### src/rtl/uart_tx_buf.sv
// uart_tx_buf: UART transmitter fed from a small word FIFO, with runtime
// parity, stop-bit and bit-period configuration latched per frame.
//
//   state    | meaning
//   ---------+--------------------------------------------------------
//   S_IDLE   | line high, waiting for a buffered word
//   S_START  | start bit (line low)
//   S_DATA   | data bits, LSB first
//   S_PARITY | parity bit (only when parity was enabled at frame start)
//   S_STOP   | one or two stop bits (line high)
module uart_tx_buf #(
    parameter int DATA_WIDTH     = 8,
    parameter int FIFO_DEPTH     = 4,
    parameter int PRESCALE_WIDTH = 8
) (
    input  logic                      CLK,
    input  logic                      RST,
    input  logic [DATA_WIDTH-1:0]     P_DATA,
    input  logic                      Data_Valid,
    output logic                      ready,
    input  logic                      parity_enable,
    input  logic                      parity_type,
    input  logic                      two_stop,
    input  logic [PRESCALE_WIDTH-1:0] prescale,
    output logic                      TX_OUT,
    output logic                      busy,
    output logic                      overflow
);

    localparam int AW    = (FIFO_DEPTH > 1) ? $clog2(FIFO_DEPTH) : 1;
    localparam int CNT_W = AW + 1;
    localparam int IDX_W = (DATA_WIDTH > 1) ? $clog2(DATA_WIDTH) : 1;

    localparam logic [AW-1:0]             PTR_ONE  = AW'(1);
    localparam logic [CNT_W-1:0]          CNT_ONE  = CNT_W'(1);
    localparam logic [CNT_W-1:0]          FULL_CNT = CNT_W'(FIFO_DEPTH);
    localparam logic [IDX_W-1:0]          IDX_ONE  = IDX_W'(1);
    localparam logic [IDX_W-1:0]          LAST_IDX = IDX_W'(DATA_WIDTH - 1);
    localparam logic [PRESCALE_WIDTH-1:0] PRE_ONE  = PRESCALE_WIDTH'(1);

    typedef enum logic [2:0] {
        S_IDLE,
        S_START,
        S_DATA,
        S_PARITY,
        S_STOP
    } state_t;

    logic [DATA_WIDTH-1:0]     mem [FIFO_DEPTH];
    logic [AW-1:0]             wr_ptr;
    logic [AW-1:0]             rd_ptr;
    logic [CNT_W-1:0]          count;
    logic                      push;
    logic                      pop;
    logic                      fifo_nonempty;
    logic [DATA_WIDTH-1:0]     fifo_head;

    state_t                    state;
    state_t                    state_nxt;
    logic                      tx_nxt;
    logic                      load_frame;
    logic                      reload;
    logic                      shift_en;
    logic                      stop_adv;
    logic                      bit_done;

    logic [DATA_WIDTH-1:0]     shift_reg;
    logic [IDX_W-1:0]          data_idx;
    logic [PRESCALE_WIDTH-1:0] bit_cnt;
    logic [PRESCALE_WIDTH-1:0] presc_q;
    logic [PRESCALE_WIDTH-1:0] presc_eff;
    logic                      par_en_q;
    logic                      two_stop_q;
    logic                      par_bit;
    logic                      stop_second;

    // ready is a function of the registered count only, so a pop while full
    // does not open the FIFO until the next cycle.
    assign ready         = (count != FULL_CNT);
    assign push          = Data_Valid && ready;
    assign fifo_nonempty = (count != '0);
    assign fifo_head     = mem[rd_ptr];
    assign presc_eff     = (prescale == '0) ? PRE_ONE : prescale;
    assign bit_done      = (bit_cnt == '0);
    assign busy          = (state != S_IDLE);

    always_ff @(posedge CLK) begin
        if (push) begin
            mem[wr_ptr] <= P_DATA;
        end
    end

    always_ff @(posedge CLK or negedge RST) begin
        if (!RST) begin
            wr_ptr   <= '0;
            rd_ptr   <= '0;
            count    <= '0;
            overflow <= 1'b0;
        end else begin
            overflow <= Data_Valid && !ready;
            if (push) begin
                wr_ptr <= wr_ptr + PTR_ONE;
            end
            if (pop) begin
                rd_ptr <= rd_ptr + PTR_ONE;
            end
            case ({push, pop})
                2'b10:   count <= count + CNT_ONE;
                2'b01:   count <= count - CNT_ONE;
                default: count <= count;
            endcase
        end
    end

    always_comb begin
        state_nxt  = state;
        tx_nxt     = TX_OUT;
        pop        = 1'b0;
        load_frame = 1'b0;
        reload     = 1'b0;
        shift_en   = 1'b0;
        stop_adv   = 1'b0;
        case (state)
            S_IDLE: begin
                tx_nxt = 1'b1;
                if (fifo_nonempty) begin
                    pop        = 1'b1;
                    load_frame = 1'b1;
                    state_nxt  = S_START;
                    tx_nxt     = 1'b0;
                end
            end
            S_START: begin
                if (bit_done) begin
                    reload    = 1'b1;
                    state_nxt = S_DATA;
                    tx_nxt    = shift_reg[0];
                end
            end
            S_DATA: begin
                if (bit_done) begin
                    reload = 1'b1;
                    if (data_idx == LAST_IDX) begin
                        if (par_en_q) begin
                            state_nxt = S_PARITY;
                            tx_nxt    = par_bit;
                        end else begin
                            state_nxt = S_STOP;
                            tx_nxt    = 1'b1;
                        end
                    end else begin
                        shift_en = 1'b1;
                        tx_nxt   = shift_reg[1];
                    end
                end
            end
            S_PARITY: begin
                if (bit_done) begin
                    reload    = 1'b1;
                    state_nxt = S_STOP;
                    tx_nxt    = 1'b1;
                end
            end
            S_STOP: begin
                if (bit_done) begin
                    if (two_stop_q && !stop_second) begin
                        reload   = 1'b1;
                        stop_adv = 1'b1;
                        tx_nxt   = 1'b1;
                    end else if (fifo_nonempty) begin
                        // back-to-back frame: no idle bit between stop and start
                        pop        = 1'b1;
                        load_frame = 1'b1;
                        state_nxt  = S_START;
                        tx_nxt     = 1'b0;
                    end else begin
                        state_nxt = S_IDLE;
                        tx_nxt    = 1'b1;
                    end
                end
            end
            default: begin
                state_nxt = S_IDLE;
                tx_nxt    = 1'b1;
            end
        endcase
    end

    always_ff @(posedge CLK or negedge RST) begin
        if (!RST) begin
            state       <= S_IDLE;
            TX_OUT      <= 1'b1;
            shift_reg   <= '0;
            data_idx    <= '0;
            bit_cnt     <= '0;
            presc_q     <= '0;
            par_en_q    <= 1'b0;
            two_stop_q  <= 1'b0;
            par_bit     <= 1'b0;
            stop_second <= 1'b0;
        end else begin
            state  <= state_nxt;
            TX_OUT <= tx_nxt;
            if (load_frame) begin
                shift_reg   <= fifo_head;
                data_idx    <= '0;
                presc_q     <= presc_eff;
                bit_cnt     <= presc_eff - PRE_ONE;
                par_en_q    <= parity_enable;
                two_stop_q  <= two_stop;
                par_bit     <= (^fifo_head) ^ parity_type;
                stop_second <= 1'b0;
            end else begin
                if (reload) begin
                    bit_cnt <= presc_q - PRE_ONE;
                end else if (state != S_IDLE && !bit_done) begin
                    bit_cnt <= bit_cnt - PRE_ONE;
                end
                if (shift_en) begin
                    shift_reg <= shift_reg >> 1;
                    data_idx  <= data_idx + IDX_ONE;
                end
                if (stop_adv) begin
                    stop_second <= 1'b1;
                end
            end
        end
    end

endmodule

### config.mk
export PLATFORM = sky130hd
export DESIGN_NAME = uart_tx_buf
export DESIGN_NICKNAME = d
export VERILOG_FILES = /design/src/rtl/uart_tx_buf.sv
export SDC_FILE = /design/constraint.sdc
export NUM_CORES = 1
export LEC_CHECK = 0
export BUFFER_PORTS_ARGS = -buffer_cell sky130_fd_sc_hd__clkbuf_2
export CORE_ASPECT_RATIO = 1.75
export CORE_UTILIZATION = 30
export CTS_BUF_LIST = sky130_fd_sc_hd__clkbuf_4 sky130_fd_sc_hd__clkbuf_8
export CTS_CLUSTER_SIZE = 20
export DETAILED_ROUTE_END_ITERATION = 16
export HOLD_SLACK_MARGIN = 0.12
export PLACE_DENSITY = 0.57
export RECOVER_POWER = 25
export SLEW_MARGIN = 20
export SYNTH_ARGS = -nofsm -noshare
export SYNTH_HDL_FRONTEND = slang
export SYNTH_SLANG_ARGS = --single-unit
### constraint.sdc
create_clock -name CLK -period 3.4 [get_ports CLK]
set_clock_uncertainty 0.1 [all_clocks]
set_input_delay 0.68 -clock CLK [delete_from_list [all_inputs] [get_ports CLK]]
set_output_delay 0.68 -clock CLK [all_outputs]
set_load 0.1 [all_outputs]
==> results.sh <==
export IMPL_hold_viol=0
export IMPL_grt_pass1_wl_microns=12200
export IMPL_drt_total_wl_microns=7460
export IMPL_arrival_ps=3280
export IMPL_reg2reg_depth=9
export IMPL_largest_register_ff_count=32
export IMPL_firstDrtPassIters=4
export IMPL_dieArea_sq_um=12600
export IMPL_finalCriticalPeriod_ps=3160
export IMPL_grt_pass1_vias=2456
export IMPL_rows=52
export IMPL_synth_edf_count=32
export IMPL_hp_class="input port to async pin"
export IMPL_finalCritPeriodShare_pct=92.8
export IMPL_via_per_inst=4.94
export IMPL_drive_gt1_share_pct=19.5
export IMPL_grt_max_degree=25
export IMPL_fin_area_sq_um=4090
export IMPL_seqCellArea_sq_um=2040
export IMPL_p_per_area_nw_per_um2=1050
export IMPL_cp_required_ps=3520
export IMPL_netlist_area_sq_um=3630
export IMPL_place_area_sq_um=3920
export IMPL_antenna_found_initial=0
export IMPL_cts_tree="done"
export IMPL_ir_drop_mv=0.427
export IMPL_drt_iter0_drc=100
export IMPL_synth_ff_type="dfrtp_1"
export IMPL_io_pin_count=26
export IMPL_portBuffers=25
export IMPL_drc_errors=0
export IMPL_netlist_instances=307
export IMPL_fmax_mhz=317
export IMPL_final_max_slew_violation_count=0
export IMPL_regMostFlops="mem"
export IMPL_setup_viol=0
export IMPL_critPathKind="flop to flop"
export IMPL_clkLatencyLatePin_ps=360
export IMPL_max_clock_path_buffers=2
export IMPL_rr_endpoint="bit_cnt[6]"
export IMPL_synth_nets=338
export IMPL_wl_per_cell_microns=15.6
export IMPL_ys_ff_latch=75
export IMPL_multi_input_area_sq_um=1480
export IMPL_core_area_sq_um=11600
export IMPL_ys_types=54
export IMPL_ctsHoldBuffers=0
export IMPL_antenna_left=0
export IMPL_cts_root_buffer="clkbuf_8"
export IMPL_post_cts_buffers=0
export IMPL_die_w_microns=85.1
export IMPL_worstMarginPinSlew_ps=1080
export IMPL_status="complete, no violations"
export IMPL_vias=2361
export IMPL_numClockSinks=75
export IMPL_clk_pin_slew_ps=90
export IMPL_start_util_pct=31.1
export IMPL_overflow=0
export IMPL_post_cts_resized=0
export IMPL_nets=369
export IMPL_diodes=0
export IMPL_async_reset_ff_share_pct=57.3
export IMPL_power_leakage_nw=1.70
export IMPL_seq_area_frac_synth_pct=56.2
export IMPL_crit_path_max_fanout=11
export IMPL_cap_violations=0
export IMPL_track_usage_pct=13.1
export IMPL_routabilityCongestion=0.794
export IMPL_rsz0062_at_grt="false"
export IMPL_hpwl_microns=5410
export IMPL_fillers=1165
export IMPL_finalSetupTns_ps=0
export IMPL_r2r_start="state[1]"
export IMPL_synth_area_per_cell_sq_um=11.8
export IMPL_area_growth_pct=12.7
export IMPL_fin_util_pct=35.1
export IMPL_numCtsBuffers=9
export IMPL_slew_headroom_pct=28.2
export IMPL_worst_setup_path_start_kind="flop"
export IMPL_cts_htree_levels=3
export IMPL_die_height_microns=147
export IMPL_cp_end_kind="flop"
export IMPL_r2r_slack_ps=240
export IMPL_hold_worst_slack_ps=383
export IMPL_ys_warn_count=0
-- critical path, cell delays in order (launching register included) --
cell       delay [ps]
dfrtp_1           490
or4b_4            560
a2111oi_2         640
a221oi_1          180
a21oi_1           310
inv_1              80
ha_1              260
nor4b_2           180
xnor2_1           150
o21ai_1            70
-- cell families after synthesis --
group | count (synthesis) | synth area share [%]
adders and majority gates | 9 | 3.31
buffers and inverters | 26 | 3.28
xor gates and xnor gates | 19 | 4.59
and+or+nand+nor | 106 | 14.2
AOI/OAI and AO/OA | 53 | 10.3
DFF | 75 | 56.2
muxes | 19 | 8.04
-- Yosys cell counts, types with 10 or more instances --
cell | number | share of area [%]
nand2_1 | 53 | 5.5
dfrtp_1 | 42 | 29
edfxtp_1 | 32 | 26
xnor2_1 | 15 | 3.6
nor2_1 | 13 | 1.3
o21ai_0 | 13 | 1.8
a21oi_1 | 11 | 1.5
inv_1 | 11 | 1.1
nor3_1 | 11 | 1.5
mux2i_1 | 10 | 2.8
-- metal layers --
layer / share of wire, % / routed length, microns / vias up / GRT usage (%)
met4: 3.1 / 229 / 0 / 8.05
li1: - / - / 1159 / -
met3: 2.8 / 211 / 18 / 2.07
met1: 39 / 2900 / 1145 / 14.1
met5: 0 / 0 / - / 0
met2: 55 / 4120 / 39 / 23.6
-- placed cells by master, fill, tap and decap left out, types with 3 or more instances in the layout --
| cell type | n |
|---|---|
| or2_2 | 3 |
| edfxtp_1 | 32 |
| inv_1 | 11 |
| a21oi_1 | 11 |
| dfrtp_1 | 42 |
| o21ai_1 | 4 |
| o21ai_0 | 13 |
| ha_1 | 8 |
| mux4_2 | 8 |
| a221oi_1 | 4 |
| nor2b_1 | 3 |
| xnor2_1 | 15 |
| buf_4 | 9 |
| clkbuf_2 | 16 |
| xor2_1 | 4 |
| nor2_1 | 13 |
| nor3_1 | 10 |
| clkbuf_8 | 9 |
| nand2_1 | 53 |
| nand3_1 | 6 |
| clkbuf_1 | 9 |
| and3_1 | 5 |
| mux2i_1 | 10 |
| o31a_1 | 4 |
-- where the power goes --
| group | internal (mW) | switching [mW] | leakage, nW |
|---|---|---|---|
| sequential | 1.29 | 0.251 | 0.820 |
| combinational | 0.879 | 1.26 | 0.800 |
| clock | 0.273 | 0.345 | 0.0837 |
-- per-stage QoR --
step           instances  setup WS [ps]  power [mW]
3_5_place_dp         462            268        3.73
2_1_floorplan        307            270        3.24
5_1_grt              478           3.21        4.62
4_1_cts              478            207        4.36
6_report             478            244        4.30
3_3_place_gp         462            319        3.68
-- layout make-up --
type,instances,area share (%)
Sequential cell,75,49.9
Multi-Input combinational cell,206,36.1
Timing Repair Buffer,34,4.44
Tap cell,135,4.13
Clock buffer,10,3.21
Inverter,12,1.22
Clock inverter,6,1.01
-- worst max-delay path by stage --
stage / cells past startpoint / startpoint / end
5_1_grt: 9 / state[1] / bit_cnt[6]
4_1_cts: 9 / state[1] / bit_cnt[6]
6_report: 9 / state[1] / bit_cnt[6]
3_5_place_dp: 9 / state[1] / bit_cnt[6]
3_3_place_gp: 9 / state[1] / bit_cnt[6]
2_1_floorplan: 13 / bit_cnt[1] / count[2]
Note: power is estimated with default switching activity, not from simulation.
